**config.mk**
```make
export PLATFORM = sky130hd
export DESIGN_NAME = lfsr_prbs_test_ctrl
export DESIGN_NICKNAME = d
export VERILOG_FILES = /design/src/rtl/lfsr_prbs_test_ctrl.sv
export SDC_FILE = /design/constraint.sdc
export NUM_CORES = 1
export LEC_CHECK = 0
export CAP_MARGIN = 20
export CORE_MARGIN = 2
export CORE_UTILIZATION = 40
export DETAILED_ROUTE_END_ITERATION = 12
export PLACE_DENSITY_LB_ADDON = 0.3
export SLEW_MARGIN = 5
export SYNTH_ARGS = -nofsm -noshare
export SYNTH_HDL_FRONTEND = slang
export SYNTH_SLANG_ARGS = --single-unit
```
**constraint.sdc**
```tcl
create_clock -name clk -period 3.9 [get_ports clk]
set_clock_uncertainty 0.1 [all_clocks]
set_input_delay 0.39 -clock clk [delete_from_list [all_inputs] [get_ports clk]]
set_output_delay 0.39 -clock clk [all_outputs]
set_load 0.005 [all_outputs]
```
**src/rtl/lfsr_prbs_test_ctrl.sv**
```systemverilog
// Sequencer for one PRBS bit-error-rate run: seeds and advances an external
// generator/checker pair, counts issued words and accumulates reported bit errors.
module lfsr_prbs_test_ctrl #(
   parameter int unsigned OUTPUT_WIDTH = 8,
   parameter int unsigned COUNT_WIDTH  = 32,
   parameter int unsigned ERR_WIDTH    = 32,
   parameter int unsigned PRIME_CYCLES = 4,
   parameter int unsigned DRAIN_CYCLES = 2
) (
   input  logic                                  clk,
   input  logic                                  rst_n,
   input  logic                                  start,
   input  logic                                  abort,
   input  logic [COUNT_WIDTH-1:0]                word_count,
   output logic                                  gen_rst,
   output logic                                  chk_rst,
   output logic                                  gen_enable,
   output logic                                  chk_enable,
   input  logic                                  err_valid,
   input  logic [$clog2(OUTPUT_WIDTH+1)-1:0]     err_bits,
   output logic                                  busy,
   output logic                                  done,
   output logic                                  aborted,
   output logic [ERR_WIDTH-1:0]                  err_total,
   output logic [COUNT_WIDTH-1:0]                words_run
);

   localparam int unsigned ERRB_W  = $clog2(OUTPUT_WIDTH + 1);
   localparam int unsigned CYC_MAX = (PRIME_CYCLES > DRAIN_CYCLES) ? PRIME_CYCLES : DRAIN_CYCLES;
   localparam int unsigned CYC_W   = $clog2(CYC_MAX + 1);
   localparam int unsigned SUM_W   = ((ERR_WIDTH > ERRB_W) ? ERR_WIDTH : ERRB_W) + 1;
   localparam logic [ERR_WIDTH-1:0] ERR_MAX = '1;

   typedef enum logic [2:0] {
      ST_IDLE,
      ST_SEED,
      ST_PRIME,
      ST_RUN,
      ST_DRAIN,
      ST_DONE
   } state_e;

   state_e                 state_q, state_d;
   logic [CYC_W-1:0]       cyc_q, cyc_d;
   logic [COUNT_WIDTH-1:0] count_q, count_d;
   logic [COUNT_WIDTH-1:0] words_q, words_d;
   logic [ERR_WIDTH-1:0]   err_q, err_d;
   logic                   aborted_q, aborted_d;
   logic                   busy_q, busy_d;
   logic                   done_q, done_d;
   logic                   seed_q, seed_d;
   logic                   en_q, en_d;
   logic [SUM_W-1:0]       err_sum;
   logic [ERR_WIDTH-1:0]   err_sat;
   logic                   in_run_phase;

   // Next-state, counters, saturating accumulation and output decode of the next state
   always_comb begin
      state_d   = state_q;
      cyc_d     = cyc_q;
      count_d   = count_q;
      words_d   = words_q;
      err_d     = err_q;
      aborted_d = aborted_q;

      err_sum = SUM_W'(err_q) + SUM_W'(err_bits);
      err_sat = (err_sum > SUM_W'(ERR_MAX)) ? ERR_MAX : err_sum[ERR_WIDTH-1:0];

      in_run_phase = (state_q == ST_SEED) || (state_q == ST_PRIME) ||
                     (state_q == ST_RUN)  || (state_q == ST_DRAIN);

      case (state_q)
         ST_IDLE: begin
            if (start) begin
               state_d   = ST_SEED;
               count_d   = word_count;
               words_d   = '0;
               err_d     = '0;
               aborted_d = 1'b0;
            end
         end
         ST_SEED: begin
            state_d = ST_PRIME;
            cyc_d   = CYC_W'(PRIME_CYCLES - 1);
         end
         ST_PRIME: begin
            if (cyc_q == '0) begin
               if (count_q != '0) begin
                  state_d = ST_RUN;
               end else begin
                  state_d = ST_DRAIN;
                  cyc_d   = CYC_W'(DRAIN_CYCLES - 1);
               end
            end else begin
               cyc_d = cyc_q - CYC_W'(1);
            end
         end
         ST_RUN: begin
            words_d = words_q + COUNT_WIDTH'(1);
            if (words_d == count_q) begin
               state_d = ST_DRAIN;
               cyc_d   = CYC_W'(DRAIN_CYCLES - 1);
            end
         end
         ST_DRAIN: begin
            if (cyc_q == '0) begin
               state_d = ST_DONE;
            end else begin
               cyc_d = cyc_q - CYC_W'(1);
            end
         end
         ST_DONE: begin
            state_d = ST_IDLE;
         end
         default: begin
            state_d = ST_IDLE;
         end
      endcase

      // Checker results only count while words are flowing or draining
      if (((state_q == ST_RUN) || (state_q == ST_DRAIN)) && err_valid) begin
         err_d = err_sat;
      end

      // Abort overrides the normal transition but keeps this cycle's counts
      if (abort && in_run_phase) begin
         state_d   = ST_DONE;
         aborted_d = 1'b1;
      end

      busy_d = (state_d != ST_IDLE);
      done_d = (state_d == ST_DONE);
      seed_d = (state_d == ST_SEED);
      en_d   = (state_d == ST_PRIME) || (state_d == ST_RUN);
   end

   // State, counters and registered outputs
   always_ff @(posedge clk or negedge rst_n) begin
      if (!rst_n) begin
         state_q   <= ST_IDLE;
         cyc_q     <= '0;
         count_q   <= '0;
         words_q   <= '0;
         err_q     <= '0;
         aborted_q <= 1'b0;
         busy_q    <= 1'b0;
         done_q    <= 1'b0;
         seed_q    <= 1'b0;
         en_q      <= 1'b0;
      end else begin
         state_q   <= state_d;
         cyc_q     <= cyc_d;
         count_q   <= count_d;
         words_q   <= words_d;
         err_q     <= err_d;
         aborted_q <= aborted_d;
         busy_q    <= busy_d;
         done_q    <= done_d;
         seed_q    <= seed_d;
         en_q      <= en_d;
      end
   end

   assign gen_rst    = seed_q;
   assign chk_rst    = seed_q;
   assign gen_enable = en_q;
   assign chk_enable = en_q;
   assign busy       = busy_q;
   assign done       = done_q;
   assign aborted    = aborted_q;
   assign err_total  = err_q;
   assign words_run  = words_q;

endmodule

```
Yosys cells after proc, flatten, opt, wreduce, memory -nomap -nowiden
Cells that the tools add are included.
- register bits: 107
- bits in latches: 0
- RAM bits: 0
- bits in read-only memories: 0
- input port bits: 41
- output and inout bits: 71
- logic and storage cells: 69
- memories: 0
- add/subtract/negate cells: 3
- multiply operators: 0
- div/mod/pow operators: 0
- $lt $le $gt $ge: 1
- eq/ne operators: 13
- shift operators: 0
- multiplexer cells: 20
- bitwise logic cells: 0
- reductions and logical operators: 22
- operators with widths (kind ; count):
    two-way mux 32 bit ; 4
    case mux 32 bit (2 select lines) ; 1
    adder 32 x 4 -> 33 bit ; 1
    > comparator 33 x 32 -> 1 bit (second input constant) ; 1
    adder 32 x 1 -> 32 bit (second input constant) ; 1
    equality test 32 bit ; 1
    nonzero test 32 bit ; 1
    two-way mux 3 bit ; 10
    case mux 3 bit (5 select lines) ; 1
    equality test 3 x 2 -> 1 bit (second input constant) ; 4
    case mux 3 bit (4 select lines) ; 1
    nonzero test 2 bit ; 5
    AND reduction 2 bit ; 4
    equality test 3 x 1 -> 1 bit (second input constant) ; 2
    equality test 3 bit (second input constant) ; 2
    logical NOT 3 bit ; 2
    inequality test 2 bit (second input constant) ; 3
    logical OR 1 bit ; 5
    AND reduction 4 bit ; 1
    nonzero test 4 bit ; 1
    two-way mux 1 bit ; 3
    inequality test 3 bit (second input constant) ; 1
    nonzero test 3 bit ; 1
    subtractor 3 x 1 -> 3 bit (second input constant) ; 1
    logical AND 1 bit ; 2

Logic depth before layout (Yosys ltp)
Gate-level depths: netlist (run 1).
- word-level depth: 8
- depth in mapped cells: 12
- mapped depth without buffers: 10

Least setup slack after synthesis (run 1)
Ideal clock, no wire load.
- path type: reg-to-reg
- start point: register words_q[0] (netlist: words_run[0])
- end point: register cyc_q[2]
- library setup time: 0.141 ns
- arrival time: 2.891 ns
- data required time: 3.659 ns
- setup slack: 0.769 ns
- cell stages (with the launch flop): 10
- buffers on the path: 1
- period minus slack after synthesis: 3.131 ns
- cell sequence: dfrtp_1 > ha_1 > nand4_2 > or4_1 > buf_2 > nor2_1 > xnor2_1 > or4b_2 > nor4_4 > o211ai_1
- cells in the longest elaborated chain, start to end: 4
- RTL lines (what ; line ; RTL):
    from (decl) ; 46 ; logic [COUNT_WIDTH-1:0] words_q, words_d;
    from (signal assigned) ; 154 ; words_q <= words_d;
    adder 32 x 1 -> 32 bit ; 99 ; words_d = words_q + COUNT_WIDTH'(1);
    equality test 32 bit ; 100 ; if (words_d == count_q) begin
    inequality test 2 bit (no source line) ; - ;
    AND reduction 4 bit (no source line) ; - ;
    to (signal assigned) ; 152 ; cyc_q <= cyc_d;
    to (decl) ; 44 ; logic [CYC_W-1:0] cyc_q, cyc_d;
Every way passes these cells.
A chain may end at the register's enable or synchronous reset.

Final worst setup path (run 1)
- start point: register words_q[10] (netlist: words_run[10])
- end point: register cyc_q[2]
The elaborated chain is that of the path after synthesis.

==> results.md, run 1 <==
* Period utilisation layout at between 90% and 100%
* Netlist cell types at 65
* Async SR Flop Fraction at 100%
* Pwr dens at 498 nW/um^2
* Slew @ Worst Pin at 0.768 ns
* Row cnt at 46
* DRT Pass-1 Iters at 5
* Routed len/inst at 16.5 um
* # DRC at 0
* Crit. End Element: flip-flop
* Critical path type: reg2reg
* Multi-input gate area at 3580 um^2
* Total gr overflow at 0
* Final Hold Viols at 0
* Mean post-synth cell area at 8.24 um^2
* Setup repair after global routing missed its margin: false
* Top cells by area, synth: dfrtp_1, nand2_1, o21ai_0
* Starting Density at 41.1%
* DP HPWL at 13,000 um
* Worst skew pair latency at 0.36 ns
* Largest net degree at the start of global routing at 81
* Max-slew violations at 0
* CTS root buf: clkbuf_16
* Antenna Violating Nets Remaining at 0
* CORE AREA at 15,900 um^2
* P&R area growth vs syn at 24.6%
* DR vias at 6,170
* Fill count at 1,557
* Leak pwr at about 3.4 nW
* CP startpoint kind: flip-flop
* Yosys top cell by area: dfrtp_1
* CTS tree: built
* Die width at 132 um
* Gpl congestion at 0.892
* DIE AREA at ~17,000 um^2
* Final setup fails at 0
* PortBufs at about 110
* Num CTS Buffers at 9
* Worst EP arrival at approximately 3.7 ns
* Routed wire length at 18,200 um
* Netlist Area Pre-Place at around 6600 um^2
* Slew HR at 48.4%
* Clock Path Buffers at 2
* Required @ worst endpoint at 4.01 ns
* Num ports at 112
* Setup TNS at 0 ns
* # diodes at 0
* Number of global-route vias before repair at 5,693
* Post-synthesis sequential area ratio at 40.9%
* Min cycle time layout at approximately 3.6 ns
* Post-synth top area share at 40.9%
* Global-route wire length before repair at 29,900 um
* Setup repair bufs after CTS at 0
* Run status: completed
* H-tree depth at 3
* Crit Path Max Fanout at 11
* Synth Instances at between 700 and 800
* Chip height at 132 um
* Syn Nets at 844
* Total GRT Usage at 20.9%
* Antenna violations before repair at 0
* Final net count at roughly 930
* Total power at 4.06 mW
* CTS sink count at 107
* Iter 0 DRT Violations at 468
* Vias per inst at 5.59
* Worst VDD drop at 0.251 mV
* Yosys warning count at 0
* Dominant synthesized flop cell: dfrtp_1
* EDFF count, synth at 0
* Register area at about 2700 um^2
* Number of max-cap violations at 0
* Worst Hold Class: in2async
* Layout cells sized above 1 at 5.63%
* Clk slew on worst S/H paths at 0.08 ns
* Fmax at 0.281 GHz
* Post-synthesis register bit count at 107
* Post_cts resized at 0
registers in the layout, indices dropped and copies added, names as in the netlist:
| signal | cells |
|---|---|
| count_q | 32 |
| err_total | 32 |
| words_run | 32 |
| cyc_q | 3 |
| state_q | 3 |
| aborted | 1 |
| busy | 1 |
| chk_enable | 1 |
| chk_rst | 1 |
| done | 1 |
through the flow:
stage	hold slack [ns]	worst slack [ns]	std cells	area, um^2	util [%]
5_1_grt	0.358	0.0673	1104	8160	51.2
3_3_place_gp	0.393	0.402	1086	7830	49.1
2_1_floorplan	-0.00559	0.769	795	6550	-
4_1_cts	0.147	0.355	1102	8130	51.0
6_report	0.340	0.342	1104	8160	51.2
3_5_place_dp	0.396	0.308	1086	7830	49.1
layout by cell type, fill, tap and decap left out, types with 6 or more instances in the layout:
master / count
o31ai_1: 17
nor3_1: 20
and2_1: 6
a211oi_1: 10
nor4_1: 16
xor2_1: 16
mux2i_1: 6
a21oi_1: 48
nand2_1: 154
o21ai_0: 72
inv_1: 17
buf_4: 17
or4_1: 7
clkbuf_16: 9
and3_1: 13
a31oi_1: 12
or3_1: 7
nor2b_1: 7
a311oi_1: 7
nand4_1: 25
nand3_1: 13
and4_1: 10
dfrtp_1: 107
clkdlybuf4s50_1: 110
ha_1: 7
xnor2_1: 23
nor2_1: 57
worst max-delay path: stages, from the launching register on:
cell and delay, ns:
dfrtp_1 0.56, nand4_1 0.30, or4_1 0.72, buf_4 0.24, or4_1 0.46, a21oi_1 0.13
o22ai_1 0.15, nor4_4 0.56, o211ai_1 0.18
logic make-up after synthesis:
| family | after synthesis | synth area share (%) |
|---|---|---|
| AND/OR/NAND/NOR | 360 | 27.5 |
| AO/OA/AOI/OAI | 203 | 19.0 |
| flip-flops | 107 | 40.9 |
| buffers and inverters | 70 | 4.41 |
| XOR/XNOR | 40 | 5.56 |
| adder cells (fa/ha/maj) | 8 | 1.64 |
| multiplexers | 7 | 1.09 |
cell usage after synthesis, types with 3 or more instances:
library cell,number
clkbuf_1,37
buf_1,3
o21ai_0,72
o22ai_1,3
or4_1,7
inv_1,18
nand4b_1,3
nand3_1,13
xnor2_1,23
o21a_1,3
o41ai_1,5
nor2_1,57
and3_1,13
and4_1,10
dfrtp_1,107
nor4b_1,3
mux2i_1,6
xor2_1,16
a21oi_1,48
and2_1,6
a211oi_1,10
nor2b_1,7
nor3_1,20
buf_2,9
nor4_1,16
a31oi_1,12
o211ai_1,5
o31ai_1,17
nand2_1,154
nand2b_1,4
ha_1,7
nand4_1,25
a311oi_1,7
a21o_1,3
or3_1,7
worst paths after layout:
kind                               start  cells past startpoint  slack, ns            end
setup / recovery           words_run[10]                      8       0.34       cyc_q[2]
hold / removal                     rst_n                      2       0.34    count_q[11]
setup reg to reg           words_run[10]                      8       0.34       cyc_q[2]
hold reg to reg                 cyc_q[0]                      1       0.42       cyc_q[0]
max in group asynchronous          rst_n                      4       2.34  err_total[24]
min in group clk                cyc_q[0]                      1       0.42       cyc_q[0]
per-layer routing:
metal | vias to the layer above | track usage [%] | share of wire [%]
li1 | 3049 | - | -
met1 | 2914 | 29.5 | 47
met2 | 192 | 32.9 | 46
met3 | 15 | 5.15 | 6.3
met4 | 0 | 4.23 | 1.0
met5 | - | 0 | 0
final cells by class:
type / instances / share of cell area [%]
Clock buffer: 9 / 2.76
Clock inverter: 7 / 0.874
Inverter: 18 / 0.828
Multi-Input combinational cell: 618 / 43.9
Sequential cell: 107 / 32.8
Tap cell: 216 / 3.31
Timing Repair Buffer: 129 / 15.5
repair_timing:
| action | in CTS | in global routing |
|---|---|---|
| endpoints found under the setup margin | 0 | 0 |
| endpoints found under the hold margin | 0 | 16 |
| hold buffers | 0 | 1 |
power by group:
group	switching, mW	internal [mW]	total [mW]
Sequential	0.325	1.35	1.67
Combinational	0.798	0.676	1.47
Clock	0.464	0.452	0.916
Power figures use the tool's default switching activity.
==> run 2: changes to the inputs <==
SKIP_LAST_GASP = 1   (was default)
==> results of run 2 <==
No change in the layout: final DEF, timing and power equal those of run 1.
==> run 3: changes to the inputs <==
CTS_CLUSTER_DIAMETER = 30   (was default)
==> results of run 3 <==
No change in the layout: final DEF, timing and power equal those of run 1.
